<file path="config.mk">
export PLATFORM = sky130hd
export DESIGN_NAME = uart_tx_arbiter
export DESIGN_NICKNAME = d
export VERILOG_FILES = /design/src/rtl/uart_tx_arbiter.sv
export SDC_FILE = /design/constraint.sdc
export NUM_CORES = 1
export LEC_CHECK = 0
export BUFFER_PORTS_ARGS = -buffer_cell sky130_fd_sc_hd__buf_2
export CORE_ASPECT_RATIO = 2
export CORE_MARGIN = 4
export CORE_UTILIZATION = 40
export DETAILED_ROUTE_END_ITERATION = 8
export HOLD_SLACK_MARGIN = 0.08
export SLEW_MARGIN = 30
export SYNTH_ARGS = -nofsm -noshare
export SYNTH_HDL_FRONTEND = slang
export SYNTH_SLANG_ARGS = --single-unit
</file>
<file path="constraint.sdc">
create_clock -name clk_sys_i -period 2.33 [get_ports clk_sys_i]
set_clock_uncertainty 0.2 [all_clocks]
set_input_delay 0.233 -clock clk_sys_i [delete_from_list [all_inputs] [get_ports clk_sys_i]]
set_output_delay 0.233 -clock clk_sys_i [all_outputs]
set_load 0.03 [all_outputs]
</file>
<file path="src/rtl/uart_tx_arbiter.sv">
`timescale 1ns/1ps
`default_nettype none
// +--------------------------------------------------------------------------+
// | uart_tx_arbiter                                                           |
// | Two-requester round-robin arbiter feeding one 8N1 UART transmitter. A     |
// | requester keeps the line locked until it sends 0x0A (end of line).        |
// | Optional: define UART_ARB_TIMEOUT_EN to release an idle lock after        |
// | TimeoutCycles cycles.                                                     |
// | Revision: 1.0                                                             |
// +--------------------------------------------------------------------------+
module uart_tx_arbiter #(
    parameter int ClkFreq       = 50000000,
    parameter int BaudRate      = 115200,
    parameter int TimeoutCycles = 65535
) (
    input  logic       clk_sys_i,
    input  logic       rst_sys_ni,
    input  logic       req0_valid_i,
    input  logic [7:0] req0_data_i,
    output logic       req0_ready_o,
    input  logic       req1_valid_i,
    input  logic [7:0] req1_data_i,
    output logic       req1_ready_o,
    output logic       uart_tx_o,
    output logic [1:0] grant_o,
    output logic       busy_o
);

    localparam int ClksPerBit = ClkFreq / BaudRate;
    localparam int CntW       = (ClksPerBit > 2) ? $clog2(ClksPerBit) : 1;

    localparam logic [1:0] S_IDLE  = 2'd0;
    localparam logic [1:0] S_START = 2'd1;
    localparam logic [1:0] S_DATA  = 2'd2;
    localparam logic [1:0] S_STOP  = 2'd3;

    localparam logic [0:0] A_FREE   = 1'b0;
    localparam logic [0:0] A_LOCKED = 1'b1;

    if (ClksPerBit < 2) begin : g_bad_baud
        $error("uart_tx_arbiter: ClkFreq/BaudRate must be at least 2");
    end
    if (TimeoutCycles < 1) begin : g_bad_timeout
        $error("uart_tx_arbiter: TimeoutCycles must be at least 1");
    end

    logic [1:0]      ser_state;
    logic [CntW-1:0] bit_cnt;
    logic [2:0]      bit_idx;
    logic [7:0]      shreg;
    logic            tx_q;

    logic [0:0]      arb_state;
    logic            owner;
    logic            ptr;
    logic            release_pend;
    logic            armed;

    logic            cnt_last;
    logic            ser_idle;
    logic            frame_done;
    logic            locked;
    logic            sel;
    logic            has_grant;
    logic            handshake;
    logic            timeout_hit;
    logic [7:0]      hs_data;

    assign cnt_last   = (bit_cnt == CntW'(ClksPerBit - 1));
    assign ser_idle   = (ser_state == S_IDLE);
    assign frame_done = (ser_state == S_STOP) && cnt_last;
    assign locked     = (arb_state == A_LOCKED);

    // In FREE a lone requester wins; a tie goes to the round-robin pointer.
    assign sel = locked ? owner
               : ((req0_valid_i && req1_valid_i) ? ptr : req1_valid_i);

    // armed keeps grants off until the first edge after reset release.
    assign has_grant = armed && (locked || req0_valid_i || req1_valid_i);

    assign grant_o      = has_grant ? (sel ? 2'b10 : 2'b01) : 2'b00;
    assign req0_ready_o = has_grant && ser_idle && !sel;
    assign req1_ready_o = has_grant && ser_idle && sel;

    assign handshake = (req0_ready_o && req0_valid_i) || (req1_ready_o && req1_valid_i);
    assign hs_data   = sel ? req1_data_i : req0_data_i;

    assign uart_tx_o = tx_q;
    assign busy_o    = !ser_idle;

    always_ff @(posedge clk_sys_i or negedge rst_sys_ni) begin
        if (!rst_sys_ni) begin
            ser_state <= S_IDLE;
            bit_cnt   <= '0;
            bit_idx   <= '0;
            shreg     <= '0;
            tx_q      <= 1'b1;
        end else begin
            case (ser_state)
                S_IDLE: begin
                    if (handshake) begin
                        ser_state <= S_START;
                        shreg     <= hs_data;
                        bit_cnt   <= '0;
                        tx_q      <= 1'b0;
                    end
                end
                S_START: begin
                    if (cnt_last) begin
                        ser_state <= S_DATA;
                        bit_cnt   <= '0;
                        bit_idx   <= '0;
                        tx_q      <= shreg[0];
                    end else begin
                        bit_cnt <= bit_cnt + CntW'(1);
                    end
                end
                S_DATA: begin
                    if (cnt_last) begin
                        bit_cnt <= '0;
                        if (bit_idx == 3'd7) begin
                            ser_state <= S_STOP;
                            tx_q      <= 1'b1;
                        end else begin
                            bit_idx <= bit_idx + 3'd1;
                            shreg   <= {1'b0, shreg[7:1]};
                            tx_q    <= shreg[1];
                        end
                    end else begin
                        bit_cnt <= bit_cnt + CntW'(1);
                    end
                end
                default: begin
                    if (cnt_last) begin
                        ser_state <= S_IDLE;
                        bit_cnt   <= '0;
                    end else begin
                        bit_cnt <= bit_cnt + CntW'(1);
                    end
                end
            endcase
        end
    end

`ifdef UART_ARB_TIMEOUT_EN
    localparam int ToW = (TimeoutCycles > 1) ? $clog2(TimeoutCycles) : 1;

    logic [ToW-1:0] to_cnt;
    logic           owner_valid;
    logic           idle_owner;

    assign owner_valid = owner ? req1_valid_i : req0_valid_i;
    assign idle_owner  = locked && ser_idle && !owner_valid;
    assign timeout_hit = idle_owner && (to_cnt == ToW'(TimeoutCycles - 1));

    always_ff @(posedge clk_sys_i or negedge rst_sys_ni) begin
        if (!rst_sys_ni) begin
            to_cnt <= '0;
        end else if (idle_owner && !timeout_hit) begin
            to_cnt <= to_cnt + ToW'(1);
        end else begin
            to_cnt <= '0;
        end
    end
`else
    assign timeout_hit = 1'b0;
`endif

    // An end-of-line byte holds the lock until its own frame has left the line.
    always_ff @(posedge clk_sys_i or negedge rst_sys_ni) begin
        if (!rst_sys_ni) begin
            arb_state    <= A_FREE;
            owner        <= 1'b0;
            ptr          <= 1'b0;
            release_pend <= 1'b0;
            armed        <= 1'b0;
        end else begin
            armed <= 1'b1;
            if (handshake) begin
                arb_state    <= A_LOCKED;
                owner        <= sel;
                release_pend <= (hs_data == 8'h0A);
            end else if (frame_done && release_pend) begin
                arb_state    <= A_FREE;
                ptr          <= ~owner;
                release_pend <= 1'b0;
            end else if (timeout_hit) begin
                arb_state <= A_FREE;
                ptr       <= ~owner;
            end
        end
    end

endmodule
`default_nettype wire

</file>
==> out/summary.txt <==
final critical path time including I/O delays and setup: 2.23 ns
Filler cells: 492
detailed-routed wire length on met3: 134 µm
TritonCTS sink count: 28
remaining max-slew budget at the tightest pin: 0.546
count of max-cap constraint violations: 0
top cell type's share of synthesized area: 0.347
fraction of the cycle the final worst path needs: 0.956
clock buffers created by TritonCTS: 3
wire length on met1: 1780 µm
Setup-failing EPs final: 0
Reg clk slew, reported paths: 0.10 ns
Multi-input gate area: 1130 µm²
Diodes inserted: 0
CTS tree: yes
Crit path arrival time: 1.79 ns
Die Footprint: 6110 µm²
Port Buffers: 25
CP endpoint kind: output pin
average cell area after synthesis: 9.35 µm²
Hold Violations, Final: 0
slew at the pin closest to its max-slew limit: 0.681 ns
ranking of synthesized cells by area: sky130_fd_sc_hd__dfrtp_1 35%, sky130_fd_sc_hd__ha_1 5.1%, sky130_fd_sc_hd__mux2i_1 4.6%, sky130_fd_sc_hd__a2111oi_0 4.1%, sky130_fd_sc_hd__o21ai_0 3.3%
I/O Pins: 26
Post-Syn Area: 1940 µm²
library cell used as clock root buffer: sky130_fd_sc_hd__clkbuf_8
GR Overflow Total: 0
IR drop worst, VDD: 397 µV
Total Negative Setup Slacks: 0 ns
cell depth of the worst hold path: 3
core area: 4640 µm²
number of max-slew violations in the final report: 0
P&R area growth vs syn: 16.7%
number of nets produced by synthesis: 236
DRT antenna net count: 0
Tot GR Track Use: 0.172
count of state elements after synthesis: 28
Clk Latency, worst-skew pair: 0.28 ns
starting density of the core: 0.419
number of enable-type register cells in the synthesized netlist: 0
unique cell type count in the Yosys netlist: 55
cell taking the most area after synthesis: sky130_fd_sc_hd__dfrtp_1
worst-case setup margin in the final layout: 0.104 ns
predominant post-synthesis flop cell: sky130_fd_sc_hd__dfrtp_1
total number of placement rows: 35
FF+latch area: 702 µm²
fraction of final layout cells sized beyond drive strength 1: 0.221
highest-count cells in the layout ignoring fill and taps: 27 x sky130_fd_sc_hd__dfrtp_1, 25 x sky130_fd_sc_hd__buf_2, 17 x sky130_fd_sc_hd__nand2_1
P_leak: 1.03 nW
Max Fclk: 0.449 GHz
number of antenna violations at the first check in global routing: 0
leading cell type in the layout, fill and taps excluded: sky130_fd_sc_hd__dfrtp_1
maximum fanout count along the critical path: 8
post-DR wirelength/cell: 17.4 µm
hold slack: 0.0952 ns
First DRT Iteration DRCs: 34
via count: 1733
number of global-route vias before repair: 1721
Post-Synthesis Cells: 208
global-route wire length before repair: 8160 µm
via-per-instance ratio: 5.87
Pwr Density: 431 nW/µm²
Startpoint Class: flip-flop
Syn. warnings: 0
drt pass-1 iters: 4
uppermost routed layer: met4
maximum buffer depth of the clock tree: 2
overall die height: 107 µm
DRC: 0
Post-CTS Repair Setup Buffers: 0
Total Routed Length: 5140 µm
setup slack at placement: 0.163 ns
run status: complete, no violations
share of synthesized registers carrying an async set or reset: 1.00
worst reg2reg path depth: 6
worst endpoint required time: 1.90 ns
maximum number of pins on one net before global-route repair: 29
Layout Utilization: 0.489
NumNets Final: 269
width of the die: 57.3 µm
wire length on met2: 3000 µm
type of the worst min-delay path: in -> reg
worst setup path category: reg -> out
post-synthesis sequential area ratio: 0.361
number of H-tree levels: 1
hpwl dp: 3980 µm
weighted congestion at the end of routability-driven global placement: 0.845
timing repair:
action / CTS / global route
hold buffers: 1 / 0
hold endpoints to repair: 27 / 0
resized for setup: 1 / 3
pin swaps: 0 / 0
endpoints found under the setup margin: 2 / 4
power by group:
| part | leakage, nW | internal, mW | total (mW) | switching, mW |
|---|---|---|---|---|
| combinational | 0.651 | 0.0372 | 0.0841 | 0.0469 |
| sequential | 0.345 | 0.497 | 0.502 | 0.00478 |
| clock | 0.0357 | 0.230 | 0.393 | 0.162 |
| total | 1.03 | 0.765 | 0.979 | 0.214 |
metal layers:
layer | vias to the layer above | global-route usage
met3 | 17 | 0.0181
li1 | 838 | -
met4 | 0 | 0.0879
met2 | 41 | 0.338
met1 | 837 | 0.167
met5 | - | 0
critical path: stages (launching register included):
cell,delay [ns]
sky130_fd_sc_hd__dfrtp_1,0.43
sky130_fd_sc_hd__inv_1,0.16
sky130_fd_sc_hd__ha_4,0.20
sky130_fd_sc_hd__inv_1,0.11
sky130_fd_sc_hd__or2_2,0.32
sky130_fd_sc_hd__nor2_1,0.09
sky130_fd_sc_hd__buf_2,0.20
per-stage QoR:
stage | instance area [µm²] | total power [mW] | cells
final | 2270 | 0.979 | 295
after global routing | 2270 | 1.02 | 295
after CTS | 2260 | 0.988 | 295
after detailed placement | 2170 | 0.596 | 290
after global placement | 2170 | 0.595 | 290
after floorplan | 1940 | 0.554 | 208
cell families (layout without fill, tap and decap cells):
| kind of cell | after synthesis | count (layout) | synth area share |
|---|---|---|---|
| flip-flops | 28 | 28 | 0.361 |
| adder cells (fa/ha/maj) | 8 | 8 | 0.0515 |
| XOR/XNOR | 2 | 2 | 0.00901 |
| AO/OA/AOI/OAI | 62 | 62 | 0.244 |
| buffers and inverters | 27 | 59 | 0.0637 |
| other | 1 | 1 | 0.00193 |
| multiplexers | 12 | 12 | 0.0656 |
| AND/OR/NAND/NOR | 68 | 68 | 0.203 |
registers in the layout (all words and copies together), names as in the netlist:
signal	flops
ser_state	2
arb_state	1
ptr	1
armed	1
bit_cnt	9
bit_idx	3
uart_tx_o	1
release_pend	1
owner	1
shreg	8
cells in the mapped netlist, drive strengths merged (2+ instances only):
library cell	instances
and4bb	2
nand4	4
a21o	4
or4b	2
a211oi	5
a221o	6
a2111oi	9
nand2	17
a21oi	9
and3	3
ha	8
nor3	2
nand3	7
nor2b	4
clkbuf	2
mux2i	9
o21ai	16
xor2	2
dfrtp	27
and2	2
nand2b	3
buf	9
nor2	14
mux2	3
nor4b	2
a211o	2
inv	16
cell type report:
type	instances	share of cell area
repair buffers	39	0.103
inverters	16	0.0265
flip-flops and latches	28	0.309
clock buffers	3	0.0182
clock inverters	1	0.0132
multi-input cells	153	0.500
well taps	55	0.0303
final timing paths:
kind | startpoint | slack [ns] | endpoint
hold / removal | req1_data_i[7] | 0.1 | shreg[7]
min in group asynchronous | rst_sys_ni | 0.32 | bit_idx[1]
setup / recovery | ser_state[0] | 0.10 | req1_ready_o
max in group asynchronous | rst_sys_ni | 1.17 | bit_cnt[6]
setup reg to reg | ser_state[0] | 0.18 | shreg[0]
hold reg to reg | ptr | 0.29 | ptr
Note: power is estimated with default switching activity, not from simulation.
